File: src/rtl/crack_scheduler_if.sv
// rtl/crack_scheduler_if.sv - host and crack-core handshake bundle for crack_scheduler
interface crack_scheduler_if #(
  parameter int NUM_CORES = 2,
  parameter int KEY_W     = 24
);
  localparam int IDX_W = (NUM_CORES > 1) ? $clog2(NUM_CORES) : 1;

  // host side
  logic                       en;
  logic                       rdy;
  logic                       busy;
  logic                       key_valid;
  logic [KEY_W-1:0]           key_out;
  logic [IDX_W-1:0]           win_core;

  // crack-core side
  logic [NUM_CORES-1:0]       core_rdy;
  logic [NUM_CORES-1:0]       core_en;
  logic [NUM_CORES*KEY_W-1:0] core_base;
  logic [NUM_CORES*KEY_W-1:0] core_last;
  logic [NUM_CORES-1:0]       core_done;
  logic [NUM_CORES-1:0]       core_hit;
  logic [NUM_CORES*KEY_W-1:0] core_key;
  logic [NUM_CORES-1:0]       core_abort;

  modport slave (
    input  en, core_rdy, core_done, core_hit, core_key,
    output rdy, busy, key_valid, key_out, win_core,
           core_en, core_base, core_last, core_abort
  );

  modport master (
    output en, core_rdy, core_done, core_hit, core_key,
    input  rdy, busy, key_valid, key_out, win_core,
           core_en, core_base, core_last, core_abort
  );
endinterface

File: src/rtl/crack_scheduler.sv
// rtl/crack_scheduler.sv - ARC4 key-chunk dispatcher over NUM_CORES crack cores (optional CRACK_SCHED_PERF_EN counters)
module crack_scheduler #(
  parameter int NUM_CORES = 2,
  parameter int KEY_W     = 24,
  parameter int CHUNK_W   = 16
) (
  input  logic              clk,
  input  logic              rst,
  crack_scheduler_if.slave  bus
`ifdef CRACK_SCHED_PERF_EN
  ,
  output logic [31:0]       perf_cycles,
  output logic [15:0]       perf_chunks
`endif
);

  localparam int IDX_W = (NUM_CORES > 1) ? $clog2(NUM_CORES) : 1;
  localparam logic [KEY_W:0] ONE      = {{KEY_W{1'b0}}, 1'b1};
  localparam logic [KEY_W:0] CHUNK_SZ = ONE << CHUNK_W;
  localparam logic [KEY_W:0] CHUNK_M1 = CHUNK_SZ - ONE;

  typedef enum logic [1:0] {S_IDLE, S_RUN, S_DONE} state_t;

  state_t               state_q, state_d;
  // one extra bit so the chunk after the last one reads as "past the end" instead of 0
  logic [KEY_W:0]       next_base_q, next_base_d;
  logic                 hit_q, hit_d;
  logic [KEY_W-1:0]     key_q, key_d;
  logic [IDX_W-1:0]     win_q, win_d;
  logic [NUM_CORES-1:0] assigned_q, assigned_d;
  logic                 abort_pend_q, abort_pend_d;
  logic [KEY_W-1:0]     base_q [NUM_CORES];
  logic [KEY_W-1:0]     base_d [NUM_CORES];
  logic [KEY_W-1:0]     last_q [NUM_CORES];
  logic [KEY_W-1:0]     last_d [NUM_CORES];

  logic                 free_any;
  logic [IDX_W-1:0]     free_idx;
  logic [KEY_W:0]       chunk_end;
  logic [KEY_W-1:0]     chunk_last;
  logic                 do_disp;
  logic                 start;

  logic [NUM_CORES-1:0] done_eff;
  logic                 cand_valid;
  logic [KEY_W-1:0]     cand_key;
  logic [IDX_W-1:0]     cand_idx;
  logic                 accept_hit;

  logic [NUM_CORES-1:0] abort_vec;
  logic [NUM_CORES-1:0] en_vec;
  logic [NUM_CORES*KEY_W-1:0] base_flat;
  logic [NUM_CORES*KEY_W-1:0] last_flat;

  assign start = (state_q != S_RUN) && bus.en;

  // Pick the lowest-index core that is ready and not already holding a chunk
  always_comb begin
    free_any = 1'b0;
    free_idx = '0;
    for (int i = NUM_CORES - 1; i >= 0; i--) begin
      if (bus.core_rdy[i] && !assigned_q[i]) begin
        free_any = 1'b1;
        free_idx = IDX_W'(i);
      end
    end
  end

  // Chunk bounds: the final chunk is clipped to the all-ones key
  always_comb begin
    chunk_end  = next_base_q + CHUNK_M1;
    chunk_last = chunk_end[KEY_W] ? {KEY_W{1'b1}} : chunk_end[KEY_W-1:0];
    do_disp    = (state_q == S_RUN) && !hit_q && !next_base_q[KEY_W] && free_any;
  end

  // Smallest key among this cycle's hits, lowest index on ties
  always_comb begin
    done_eff   = (state_q == S_RUN) ? (bus.core_done & assigned_q) : '0;
    cand_valid = 1'b0;
    cand_key   = '0;
    cand_idx   = '0;
    for (int i = 0; i < NUM_CORES; i++) begin
      if (done_eff[i] && bus.core_hit[i] &&
          (!cand_valid || (bus.core_key[i*KEY_W +: KEY_W] < cand_key))) begin
        cand_valid = 1'b1;
        cand_key   = bus.core_key[i*KEY_W +: KEY_W];
        cand_idx   = IDX_W'(i);
      end
    end
    accept_hit = cand_valid && (!hit_q || (cand_key < key_q));
  end

  // Abort cores whose whole chunk lies above the recorded key; a same-cycle done wins
  always_comb begin
    abort_vec = '0;
    for (int i = 0; i < NUM_CORES; i++) begin
      abort_vec[i] = (state_q == S_RUN) && abort_pend_q && assigned_q[i] &&
                     !bus.core_done[i] && (base_q[i] > key_q);
    end
  end

  // Next-state and dispatch/collection bookkeeping
  always_comb begin
    state_d      = state_q;
    next_base_d  = next_base_q;
    hit_d        = hit_q;
    key_d        = key_q;
    win_d        = win_q;
    assigned_d   = assigned_q;
    abort_pend_d = 1'b0;
    base_d       = base_q;
    last_d       = last_q;
    en_vec       = '0;
    case (state_q)
      S_IDLE, S_DONE: begin
        if (bus.en) begin
          next_base_d = '0;
          hit_d       = 1'b0;
          key_d       = '0;
          win_d       = '0;
          assigned_d  = '0;
          state_d     = S_RUN;
        end
      end
      S_RUN: begin
        assigned_d = assigned_q & ~done_eff & ~abort_vec;
        if (do_disp) begin
          assigned_d[free_idx] = 1'b1;
          en_vec[free_idx]     = 1'b1;
          base_d[free_idx]     = next_base_q[KEY_W-1:0];
          last_d[free_idx]     = chunk_last;
          next_base_d          = next_base_q + CHUNK_SZ;
        end
        if (accept_hit) begin
          hit_d        = 1'b1;
          key_d        = cand_key;
          win_d        = cand_idx;
          abort_pend_d = 1'b1;
        end
        if ((assigned_d == '0) && (hit_d || next_base_d[KEY_W])) begin
          state_d = S_DONE;
        end
      end
      default: state_d = S_IDLE;
    endcase
  end

  // State and bookkeeping registers
  always_ff @(posedge clk or posedge rst) begin
    if (rst) begin
      state_q      <= S_IDLE;
      next_base_q  <= '0;
      hit_q        <= 1'b0;
      key_q        <= '0;
      win_q        <= '0;
      assigned_q   <= '0;
      abort_pend_q <= 1'b0;
      for (int i = 0; i < NUM_CORES; i++) begin
        base_q[i] <= '0;
        last_q[i] <= '0;
      end
    end else begin
      state_q      <= state_d;
      next_base_q  <= next_base_d;
      hit_q        <= hit_d;
      key_q        <= key_d;
      win_q        <= win_d;
      assigned_q   <= assigned_d;
      abort_pend_q <= abort_pend_d;
      base_q       <= base_d;
      last_q       <= last_d;
    end
  end

  // Per-core bounds present the new chunk in the dispatch cycle and hold it afterwards
  always_comb begin
    base_flat = '0;
    last_flat = '0;
    for (int i = 0; i < NUM_CORES; i++) begin
      base_flat[i*KEY_W +: KEY_W] = base_d[i];
      last_flat[i*KEY_W +: KEY_W] = last_d[i];
    end
  end

  assign bus.rdy        = (state_q != S_RUN);
  assign bus.busy       = (state_q == S_RUN);
  assign bus.key_valid  = (state_q == S_DONE) && hit_q;
  assign bus.key_out    = key_q;
  assign bus.win_core   = win_q;
  assign bus.core_en    = en_vec;
  assign bus.core_base  = base_flat;
  assign bus.core_last  = last_flat;
  assign bus.core_abort = abort_vec;

`ifdef CRACK_SCHED_PERF_EN
  logic [31:0] perf_cycles_q;
  logic [15:0] perf_chunks_q;

  // Search cycle and dispatch counters, cleared on each accepted start
  always_ff @(posedge clk or posedge rst) begin
    if (rst) begin
      perf_cycles_q <= '0;
      perf_chunks_q <= '0;
    end else if (start) begin
      perf_cycles_q <= '0;
      perf_chunks_q <= '0;
    end else if (state_q == S_RUN) begin
      if (perf_cycles_q != 32'hFFFF_FFFF) begin
        perf_cycles_q <= perf_cycles_q + 32'd1;
      end
      if (do_disp) begin
        perf_chunks_q <= perf_chunks_q + 16'd1;
      end
    end
  end

  assign perf_cycles = perf_cycles_q;
  assign perf_chunks = perf_chunks_q;
`else
  logic unused_start;
  assign unused_start = start;
`endif

endmodule

File: src/flat_wrapper.sv
// flat-port wrapper written by rule: the top's interface ports become plain ports
module crack_scheduler_flat 
#(
  parameter int NUM_CORES = 2,
  parameter int KEY_W     = 24,
  parameter int CHUNK_W   = 16
)
  (clk, rst, bus_en, bus_core_rdy, bus_core_done, bus_core_hit, bus_core_key, bus_rdy, bus_busy, bus_key_valid, bus_key_out, bus_win_core, bus_core_en, bus_core_base, bus_core_last, bus_core_abort);
  crack_scheduler_if #(.NUM_CORES(NUM_CORES), .KEY_W(KEY_W)) bus_i ();
  input  logic clk;
  input  logic rst;
  input wire logic [$bits(bus_i.en)-1:0] bus_en;
  input wire logic [$bits(bus_i.core_rdy)-1:0] bus_core_rdy;
  input wire logic [$bits(bus_i.core_done)-1:0] bus_core_done;
  input wire logic [$bits(bus_i.core_hit)-1:0] bus_core_hit;
  input wire logic [$bits(bus_i.core_key)-1:0] bus_core_key;
  output wire logic [$bits(bus_i.rdy)-1:0] bus_rdy;
  output wire logic [$bits(bus_i.busy)-1:0] bus_busy;
  output wire logic [$bits(bus_i.key_valid)-1:0] bus_key_valid;
  output wire logic [$bits(bus_i.key_out)-1:0] bus_key_out;
  output wire logic [$bits(bus_i.win_core)-1:0] bus_win_core;
  output wire logic [$bits(bus_i.core_en)-1:0] bus_core_en;
  output wire logic [$bits(bus_i.core_base)-1:0] bus_core_base;
  output wire logic [$bits(bus_i.core_last)-1:0] bus_core_last;
  output wire logic [$bits(bus_i.core_abort)-1:0] bus_core_abort;
  assign bus_i.en = bus_en;
  assign bus_i.core_rdy = bus_core_rdy;
  assign bus_i.core_done = bus_core_done;
  assign bus_i.core_hit = bus_core_hit;
  assign bus_i.core_key = bus_core_key;
  assign bus_rdy = bus_i.rdy;
  assign bus_busy = bus_i.busy;
  assign bus_key_valid = bus_i.key_valid;
  assign bus_key_out = bus_i.key_out;
  assign bus_win_core = bus_i.win_core;
  assign bus_core_en = bus_i.core_en;
  assign bus_core_base = bus_i.core_base;
  assign bus_core_last = bus_i.core_last;
  assign bus_core_abort = bus_i.core_abort;
  crack_scheduler #(.NUM_CORES(NUM_CORES), .KEY_W(KEY_W), .CHUNK_W(CHUNK_W)) u_core (.clk(clk), .rst(rst), .bus(bus_i));
endmodule
File: config.mk
export PLATFORM = sky130hd
export DESIGN_NAME = crack_scheduler_flat
export DESIGN_NICKNAME = d
export VERILOG_FILES = /design/src/rtl/crack_scheduler_if.sv /design/src/rtl/crack_scheduler.sv /design/src/flat_wrapper.sv
export SDC_FILE = /design/constraint.sdc
export NUM_CORES = 1
export LEC_CHECK = 0
export CELL_PAD_IN_SITES_DETAIL_PLACEMENT = 1
export CELL_PAD_IN_SITES_GLOBAL_PLACEMENT = 2
export CORE_UTILIZATION = 25
export CTS_BUF_LIST = sky130_fd_sc_hd__clkbuf_16
export DETAILED_ROUTE_END_ITERATION = 8
export GPL_ROUTABILITY_DRIVEN = 0
export MAX_ROUTING_LAYER = met4
export PLACE_DENSITY = 0.79
export SLEW_MARGIN = 0
export SYNTH_ARGS = -nofsm -noshare
export SYNTH_HDL_FRONTEND = slang
export SYNTH_SLANG_ARGS = --single-unit
export TNS_END_PERCENT = 5
File: constraint.sdc
create_clock -name clk -period 11.42 [get_ports clk]
set_input_delay 1.713 -clock clk [delete_from_list [all_inputs] [get_ports clk]]
set_output_delay 1.713 -clock clk [all_outputs]
set_load 0.02 [all_outputs]
== Word-level counts from Yosys, hierarchy flattened ==
Cells that the tools add are included.

* Flip-flop bits (word level): 152
* Logic and storage cells: 118
* Bits of input ports: 57
* Output and inout port bits: 128

* Mux-type cells: 44
* Reductions and logical operators: 38
* Add/sub/neg operators: 2
* Bitwise gates (word level): 7
* Eq/ne operators: 7
* Order comparisons: 8

{| class="wikitable"
|+ Operators with widths
! kind !! number
|-
| $mux W48 || 4
|-
| $mux W24 || 6
|-
| $bwmux W48 || 2
|-
| $mux W25 || 3
|-
| $pmux W25 S2 || 1
|-
| $gt A24 B24 Y1 || 2
|-
| $lt A24 B24 Y1 || 2
|-
| $pmux W24 S2 || 1
|-
| $add A25 B16 Y25 const B || 1
|-
| $add A25 B17 Y25 const B || 1
|-
| $demux W24 S1 || 1
|-
| $logic_and A1 B1 Y1 || 20
|-
| $mux W2 || 8
|-
| $mux W1 || 13
|-
| $ne A2 B1 Y1 const B || 4
|-
| $pmux W2 S2 || 2
|-
| $logic_not A1 Y1 || 7
|-
| $and A2 B2 Y2 || 3
|-
| $reduce_and A3 Y1 || 2
|-
| $logic_not A2 Y1 || 2
|-
| $not A2 Y2 || 2
|-
| $pmux W1 S2 || 2
|-
| $reduce_and A2 Y1 || 2
|-
| $logic_or A1 B1 Y1 || 3
|-
| other kinds (12) || 12
|}

== Logic depth before layout (Yosys ltp) ==
Gate-level depths: netlist of run 1.

* Word-level depth: 17
* Mapped depth: 23
* Mapped depth without buffers: 17

== Worst setup path before layout of run 1 ==
No wires, ideal clock.

* Path kind: input to register
* Start: in bus_core_hit[0]
* End: reg u_core.key_q[10] (netlist: u_core.bus.key_out[10])
* Buffers on the path: 6
* Arrival: 6122 ps
* Required time: 11338 ps
* Slack: 5216 ps
* Library setup time: 82 ps
* Stages on the path: 23
* Cells stage by stage: and3_1 and2_1 buf_2 clkbuf_1 nand2_1 ha_1 a2111oi_2 nand4_1 a311oi_2 o211a_1 buf_2 clkbuf_1 o32ai_1 ha_1 nand4_1 o21ai_0 o211ai_1 nand3_1 o21ai_1 or4b_1 buf_2 buf_6 a22oi_2

* Word-level cells in the longest chain between the ends: 11
* Elaborated cells between the ends (all ways): 16

{| class="wikitable"
|+ Ends and longest elaborated chain
! item !! line !! RTL
|-
| start: declaration || flat_wrapper.sv:15 || <nowiki>input wire logic [$bits(bus_i.core_hit)-1:0] bus_core_hit;</nowiki>
|-
| $logic_and A1 B1 Y1 * || crack_scheduler.sv:83 || <nowiki>if (done_eff[i] && bus.core_hit[i] &&</nowiki>
|-
| $mux W24 / $mux W1 (equally long branches) || crack_scheduler.sv:83 ||
|-
| $lt A24 B24 Y1 / $logic_not A1 Y1 (equally long branches) || crack_scheduler.sv:84 || <nowiki>(!cand_valid || (bus.core_key[i*KEY_W +: KEY_W] < cand_key))) begin</nowiki>
|-
| $logic_or A1 B1 Y1 || crack_scheduler.sv:84 ||
|-
| $logic_and A1 B1 Y1 || crack_scheduler.sv:83 ||
|-
| $mux W24 || crack_scheduler.sv:83 ||
|-
| $lt A24 B24 Y1 || crack_scheduler.sv:90 || <nowiki>accept_hit = cand_valid && (!hit_q || (cand_key < key_q));</nowiki>
|-
| $logic_or A1 B1 Y1 || crack_scheduler.sv:90 ||
|-
| $logic_and A1 B1 Y1 || crack_scheduler.sv:90 ||
|-
| $ne A2 B1 Y1 (no source line) || n/a ||
|-
| $reduce_and A3 Y1 (no source line) || n/a ||
|-
| end signal: assignment || crack_scheduler.sv:166 || <nowiki>key_q <= key_d;</nowiki>
|-
| end: declaration || crack_scheduler.sv:28 || <nowiki>logic [KEY_W-1:0] key_q, key_d;</nowiki>
|}

Every way passes the cells marked *; elsewhere a longest branch is shown, timed or not. The select of a mux whose other input is x is not followed.
A chain may end at the register's enable or synchronous reset.

== Worst setup path after layout of run 1 ==
* Start: in bus_core_hit[0]
* End: reg u_core.key_q[5] (netlist: u_core.bus.key_out[5])

Same word-level chain as after synthesis.

==> metrics, run 1 <==
status finished clean; WL final ~27000 um; clk buf depth 2; sequential fraction of design power roughly 28%; Min-Delay Startpoint u_core.last_q[0]; Crit path max-delay family compound AO/OA/AOI/OAI gates; Clk network pwr share 23.5%; worst r2r dst u_core.bus.key_out[5]; most frequent cells in the layout clkdlybuf4s50_1 (184), dfrtp_1 (136), nand2_1 (119); area grow syn2layout 35.29%; distinct cell type count after synthesis between 50 and 60; Worst VDD drop roughly 0.11 mV; initial core utilization about a quarter; Buf/Inv on CP 1; DR WL/cell 19.10 um; Gate Count Post-Synth just over 800; Worst Path Arrival a little over 9 ns; die area 0.03250 mm^2; post-synthesis register bit count around 140; DR vias just under 7000; main flop type after synthesis dfrtp_1; final layout net count roughly 1200; slew margin rel. 8.996%; Die X 180.3 um; final hold viol count 0; PwrDens 218.6 mW/mm^2; Critical Path Slowest Stage Cell or4b_1; global-route wire length before repair 42660 um; syn nets just under 1000; drt pass-1 iters 4; reg2reg path depth 17; Synth Area per Inst 9.585 um^2; crit path time final ~9.0 ns; initial antenna violation count 0; Post-synth EDFFs 0; critical path class in2reg; required time worst endpoint about 12 ns; vias in the first global route 7440; hold-critical path depth 1; Seq/Total Area, Yosys between 40% and 50%; initial DRC count approximately 360; pre-CTS setup slack ~2.0 ns; Overall Global Routing Usage between 10% and 20%; fillcell total approximately 3600; share of cells above drive strength 1 between 6 and 7%; H-tree lvl count 4; switching power summed over all nets slightly below 1 mW; port bufs about 180; actual slew at the worst max-slew pin about 1.4 ns; Area contributors post-synth dfrtp_1 (43%), ha_1 (15%), nand2_1 (5.6%), a21oi_1 (3.3%), nand2b_1 (3.2%); clock root buffer clkbuf_16; P_int 1.376 mW; largest net degree at the start of global routing 71; CP Max Fanout 27; critical path cell sequence clkdlybuf4s50_1 > and3_1 > and2_1 > nand2_1 > ha_1 > o21ai_0 > a2111oi_0 > o32ai_2 > a21oi_2 > o32ai_1 > ha_1 > a211oi_1 > nor2_1 > a211oi_1 > nand3_1 > o21ai_2 > or4b_1 > a22oi_1; Final Setup Violations 0; area of the mapped netlist around 0.0079 mm^2; remaining routing DRC violations 0; FMAX approximately 110 MHz; post-CTS setup buffer count 0; Power, Total 2.350 mW; worst clock skew about 0.016 ns; Post-CTS Hold Buffers 0; post-DP HPWL roughly 21000 um; CP endpoint kind flop; Pleak between 4 and 5 nW; top cell type's share of synthesized area a little over two fifths; Setup WS post-layout between 2 and 2.5 ns; Vias/cell 4.885; Worst Setup Start Kind input pin; total CTS buffers 17; core outline area between 0.03 and 0.04 mm^2; WHS Endpoint u_core.last_q[0]; Remaining Overflow, GRT 0; Warnings, synthesis 0; Yosys top cell by area dfrtp_1; Ports approximately 190; DRT antenna net count 0; CP max stage delay between 1 and 1.5 ns; most common cell after layout, fill and taps aside clkdlybuf4s50_1; CTS tree yes; Die Y 180.3 um; Final Max Tran Viols 0; reg-to-reg slack, setup 3.67 ns; setup TNS 0 ns; ys async rst share between 90% and 100%; row count 64; hold crit path type reg2reg; RSZ-0062 raised after global routing false; period utilization between 70% and 80%; Worst-path clk slew approximately 0.060 ns; latest clock arrival within the worst-skew pair about 0.42 ns; CTS Sinks 136; RR Startpoint u_core.state_q[1]; Gate power share 48.1%; Post-CTS Resized 0; Net Sw Frac 41.45%; max cap viols 0
## layout make-up
| type | count | area [um^2] | share of cell area [%] |
|---|---|---|---|
| timing repair buffer | 190 | 1887 | 17.55 |
| clock inverter | 15 | 157.7 | 1.466 |
| multi-input combinational | 590 | 4134 | 38.45 |
| inverter | 64 | 245.2 | 2.281 |
| antenna | 1 | 2.502 | 0.02328 |
| clock buffer | 17 | 425.4 | 3.957 |
| sequential | 136 | 3403 | 31.66 |
| tap | 396 | 495.5 | 4.609 |
## power groups by stage
| stage | clock network (mW) | registers [mW] | logic, mW |
|---|---|---|---|
| 2_1_floorplan | 0 | 0.692 | 0.668 |
| 3_3_place_gp | 0 | 0.674 | 1.11 |
| 3_5_place_dp | 0 | 0.677 | 1.14 |
| 4_1_cts | 0.570 | 0.669 | 1.15 |
| 5_1_grt | 0.587 | 0.680 | 1.25 |
| 6_report | 0.553 | 0.666 | 1.13 |
## per-layer routing
metal	up-vias	wire [um]	global-route usage [%]	part of all wire, %
li1	3299	-	-	-
met1	3428	12490	21.74	46
met2	133	13320	29.60	49
met3	23	728	2.425	2.7
met4	0	379	4.513	1.4
met5	-	0	-	0
## how the worst max path moves through the flow
| stage | from | slack [ns] | to | depth (start not counted) |
|---|---|---|---|---|
| 5_1_grt | bus_core_done[0] | 1.81 | u_core.bus.win_core | 18 |
| 3_5_place_dp | bus_core_hit[0] | 1.99 | u_core.bus.win_core | 18 |
| 3_3_place_gp | bus_core_hit[0] | 2.17 | u_core.bus.win_core | 18 |
| 6_report | bus_core_hit[0] | 2.44 | u_core.bus.key_out[5] | 18 |
| 4_1_cts | bus_core_hit[0] | 2.43 | u_core.bus.win_core | 18 |
| 2_1_floorplan | bus_core_hit[0] | 5.22 | u_core.bus.key_out[10] | 23 |
## Yosys cell counts, types with 10 or more instances
library cell and n:
a211oi_1 10, o32ai_1 23, nor2_1 26, nor3_1 31
nand3_1 20, dfrtp_1 136, a21oi_1 53, and2_1 32
clkbuf_1 28, nand2b_1 41, inv_1 64, nand2_1 119
ha_1 95, a22oi_2 20, o21ai_0 21, nand4_1 15
## logic make-up after synthesis
kind of cell | synth area share [%]
and+or+nand+nor | 19.48
AOI/OAI and AO/OA | 17.37
DFF | 42.83
buffers and inverters | 5.227
adders and majority gates | 14.96
muxes | 0.1417
## through the flow
step	std cells	hold WS [ns]	instance area [um^2]	util, %
floorplan	829	0.4893	7946	-
global placement	1376	0.4457	10160	32.89
detailed placement	1376	0.4488	10160	32.89
CTS	1408	0.4653	10750	34.77
global route	1408	0.4857	10750	34.77
finish	1409	0.4596	10750	34.78
## flip-flops by register name, indices dropped and copies added (netlist names)
name,count
u_core.base_q,48
u_core.assigned_q,2
u_core.last_q,48
u_core.abort_pend_q,1
u_core.bus.key_out,24
u_core.next_base_q,9
u_core.bus.win_core,1
u_core.hit_q,1
u_core.state_q,2
(Power assumes the default switching activity.)
==> run 2, diff against run 1 <==
==> constraint.sdc (replaced) <==
create_clock -name clk -period 9.2 [get_ports clk]
set_input_delay 1.38 -clock clk [delete_from_list [all_inputs] [get_ports clk]]
set_output_delay 1.38 -clock clk [all_outputs]
set_load 0.02 [all_outputs]
==> metrics, run 2 (synthesis gave the netlist of run 1 again) <==
row count 64; pre-CTS setup slack ~1.4 ns; hold crit path type reg2reg; reg2reg path depth 16; Ports about 190; CP endpoint kind flop; share of cells above drive strength 1 6.995%; remaining routing DRC violations 0; final cell count without fillers 1412; initial core utilization roughly a quarter; Setup WS post-layout ~1.7 ns; slew margin rel. a little under two fifths; CP max stage delay roughly 0.76 ns; crit path time final 7.486 ns; worst hold margin ~0.46 ns; Pleak between 4 and 5 nW; required time worst endpoint around 9.5 ns; vias in the first global route roughly 7400; port bufs ~180; PwrDens approximately 280 mW/mm^2; WL final 27020 um; final layout net count between 1000 and 1500; largest net degree at the start of global routing 71; clk buf depth 2; Remaining Overflow, GRT 0; Power, Total between 3 and 4 mW; Critical Path Slowest Stage Cell and2_1; latest clock arrival within the worst-skew pair between 0.4 and 0.5 ns; area grow syn2layout 36.51%; clock root buffer clkbuf_16; Final Setup Violations 0; Worst Path Arrival around 8 ns; Worst-path clk slew 0.06 ns; worst clock skew approximately 0.01 ns; FMAX around 130 MHz; critical path cell sequence clkdlybuf4s50_1 > and3_1 > and2_1 > nand2_1 > ha_1 > a2111oi_2 > nand4_1 > a311oi_2 > o211a_1 > o32ai_1 > ha_1 > a21oi_1 > o21ai_0 > nor4_1 > nand2_1 > a21oi_1 > a22oi_2; max cap viols 0; final instance area 0.01085 mm^2; drt pass-1 iters 4; total CTS buffers 17; status finished clean; Final Max Tran Viols 0; DR vias 6821; Overall Global Routing Usage approximately 17%; most common cell after layout, fill and taps aside clkdlybuf4s50_1; setup TNS 0 ns; Die X 180.3 um; initial antenna violation count 1; Vias/cell a little under 5; CTS Sinks about 140; hold-critical path depth 1; fillcell total between 3000 and 4000; Die Y ~180 um; dpl cells 1379; Post-CTS Hold Buffers 0; Worst Setup Start Kind input pin; die area roughly 0.033 mm^2; RSZ-0062 raised after global routing false; global-route wire length before repair 42550 um; Worst VDD drop 0.1661 mV; CTS tree yes; DR WL/cell around 19 um; Post-CTS Resized 0; actual slew at the worst max-slew pin ~0.93 ns; core outline area a little over 0.03 mm^2; post-CTS setup buffer count 0; H-tree lvl count 4; CP Max Fanout 26; most frequent cells in the layout clkdlybuf4s50_1 (184), dfrtp_1 (136), nand2_1 (119); period utilization 81.37%; Final Util between 30% and 40%; DRT antenna net count 0; final hold viol count 0; initial DRC count around 260; placed instance area between 0.01 and 0.015 mm^2; critical path class in2reg; post-DP HPWL between 20000 and 25000 um
## run 2: cell types whose count changed in the layout (fill, tap and decap cells not counted), sizes merged
cell | previous run | this run
buf | 6 | 9
inv | 66 | 65
clkinv | 8 | 5
bufinv | 3 | 6
clkinvlp | 2 | 3
## run 2: area by class of cell
| class | instances | area [um^2] | share of cell area, % |
|---|---|---|---|
| antenna | 1 | 2.502 | 0.02307 |
| clock buffer | 17 | 425.4 | 3.922 |
| clock inverter | 15 | 232.7 | 2.145 |
| inverter | 64 | 245.2 | 2.261 |
| multi-input combinational | 590 | 4134 | 38.11 |
| sequential | 136 | 3403 | 31.37 |
| tap | 396 | 495.5 | 4.567 |
| timing repair buffer | 193 | 1909 | 17.60 |
## run 2: worst paths after layout
| path | startpoint | to | slack (ns) |
|---|---|---|---|
| setup / recovery | bus_core_hit[0] | u_core.bus.key_out[16] | 1.71 |
| max in group asynchronous | rst | u_core.base_q[46] | 6.34 |
| hold / removal | u_core.last_q[0] | u_core.last_q[0] | 0.46 |
| min in group asynchronous | rst | u_core.last_q[37] | 1.42 |
| setup reg to reg | u_core.state_q[1] | u_core.bus.key_out[16] | 2.61 |
| hold reg to reg | u_core.last_q[0] | u_core.last_q[0] | 0.46 |
## run 2: worst max-delay path: cells and delay by family
family	cells	cell delay [ns]
adder cells (fa/ha/maj)	2	0.74
AND/OR/NAND/NOR	6	2.49
buffers and inverters	1	0.50
AO/OA/AOI/OAI	8	2.63
## run 2: power breakdown
part | switching [mW] | internal, mW
combinational | 0.840 | 0.574
sequential | 0.107 | 0.715
clock | 0.273 | 0.505
## run 2: layer usage
metal	share of wire, %	vias up	GRT usage (%)
met4	1.5	0	4.821
met5	0	-	-
li1	-	3301	-
met2	49	121	29.43
met1	46	3370	21.31
met3	3.0	29	2.850
==> run 3, diff against run 2 <==
==> constraint.sdc (replaced) <==
create_clock -name clk -period 7.35 [get_ports clk]
set_input_delay 1.1025 -clock clk [delete_from_list [all_inputs] [get_ports clk]]
set_output_delay 1.1025 -clock clk [all_outputs]
set_load 0.02 [all_outputs]
==> metrics, run 3 (synthesis gave the netlist of run 1 again) <==
status finished clean; CP max stage delay 0.69 ns; share of cells above drive strength 1 between 7 and 8%; DR vias between 6000 and 7000; hold crit path type reg2reg; initial core utilization roughly 26%; required time worst endpoint 7.69 ns; CTS Sinks between 100 and 150; slew margin rel. a little under two fifths; Worst VDD drop roughly 0.18 mV; critical path cell sequence clkdlybuf4s50_1 > and3_1 > and2_1 > buf_4 > nand2_1 > ha_1 > a21oi_1 > nor2b_1 > o41ai_1 > o211a_1 > buf_4 > o32ai_1 > ha_1 > nand2_1 > o21ai_0 > o2111a_1 > o21ai_2 > or4b_1 > buf_4 > a22oi_2; Critical Path Slowest Stage Cell or4b_1; Overall Global Routing Usage approximately 18%; clock root buffer clkbuf_16; Vias/cell 4.786; row count 64; Min-Delay Startpoint u_core.last_q[14]; worst hold margin roughly 0.46 ns; Remaining Overflow, GRT 0; most frequent cells in the layout clkdlybuf4s50_1 (184), dfrtp_1 (136), nand2_1 (119); CP endpoint kind flop; CP startpoint bus_core_done[0]; Die X between 150 and 200 um; core outline area ~0.03 mm^2; critical path class in2reg; vias in the first global route 7422; worst clock skew 0.01162 ns; reg-to-reg slack, setup roughly 1.5 ns; DR WL/cell about 19 um; reg2reg path depth 19; post-DP HPWL between 20000 and 25000 um; Die Y 180.3 um; FMAX between 150 and 200 MHz; end of the critical path u_core.bus.key_out[14]; final hold viol count 0; crit path time final approximately 6.5 ns; final layout net count ~1200; drt pass-1 iters 4; Worst-path clk slew 0.06 ns; global-route wire length before repair ~43000 um; initial DRC count between 300 and 400; remaining routing DRC violations 0; largest net degree at the start of global routing 93; setup TNS 0 ns; area grow syn2layout 36.09%; PwrDens between 300 and 400 mW/mm^2; Worst Setup Start Kind input pin; Final Max Tran Viols 0; port bufs ~180; RSZ-0062 raised after global routing false; clk buf depth 2; Pleak between 4 and 5 nW; CP Max Fanout 20; CTS tree yes; Post-CTS Resized 0; Worst Path Arrival roughly 6.9 ns; most common cell after layout, fill and taps aside clkdlybuf4s50_1; WL final approximately 27000 um; max cap viols 0; RR Startpoint u_core.state_q[1]; Ports around 190; initial antenna violation count 1; Post-CTS Hold Buffers 0; Power, Total roughly 3.6 mW; worst r2r dst u_core.bus.key_out[14]; total CTS buffers 17; H-tree lvl count 4; DRT antenna net count 0; actual slew at the worst max-slew pin roughly 0.94 ns; cell repeated most along the worst path buf_4; Final Setup Violations 0; die area around 0.033 mm^2; latest clock arrival within the worst-skew pair ~0.43 ns; period utilization 88.71%; post-CTS setup buffer count 0
-- run 3: layout make-up --
type	instances	area, um^2
Fill cell	3540	20100
Sequential cell	136	3403
Multi-Input combinational cell	590	4134
Clock buffer	17	425.4
Inverter	64	245.2
Antenna cell	1	2.502
Timing Repair Buffer	201	1969
Clock inverter	15	138.9
Tap cell	396	495.5
-- run 3: report_power, final --
part	switching, mW	internal [mW]
clock network	0.341	0.493
logic	1.05	0.724
registers	0.133	0.895
-- run 3: through the flow --
step | setup slack [ns] | instance area [um^2] | instances | utilization, %
2_1_floorplan | 1.757 | 7946 | 829 | -
3_3_place_gp | 0.4941 | 10250 | 1387 | 33.15
3_5_place_dp | 0.3945 | 10250 | 1387 | 33.15
4_1_cts | 0.8574 | 10810 | 1419 | 34.98
5_1_grt | 0.3960 | 10810 | 1420 | 34.99
6_report | 0.8296 | 10810 | 1420 | 34.99
-- run 3: per-layer routing --
metal	vias to the layer above	track usage [%]	wire, um
met5	-	-	0
li1	3316	-	-
met1	3314	21.71	12470
met4	0	5.675	598
met3	35	3.335	857
met2	131	29.36	13130
-- run 3: how the worst min path moves through the flow --
stage | endpoint | slack, ns | depth (start not counted)
after global placement | u_core.last_q[36] | 0.45 | 1
after global routing | u_core.last_q[5] | 0.49 | 1
after floorplan | u_core.next_base_q[23] | 0.49 | 1
after detailed placement | u_core.last_q[32] | 0.45 | 1
after CTS | u_core.last_q[10] | 0.47 | 1
final | u_core.last_q[14] | 0.46 | 1
-- run 3: worst max-delay path, delay by kind of cell --
family / cells / cell delay [ns]
fa+ha+maj: 2 / 0.62
simple gates: 6 / 1.59
compound gates: 8 / 2.23
buf+inv: 4 / 1.32
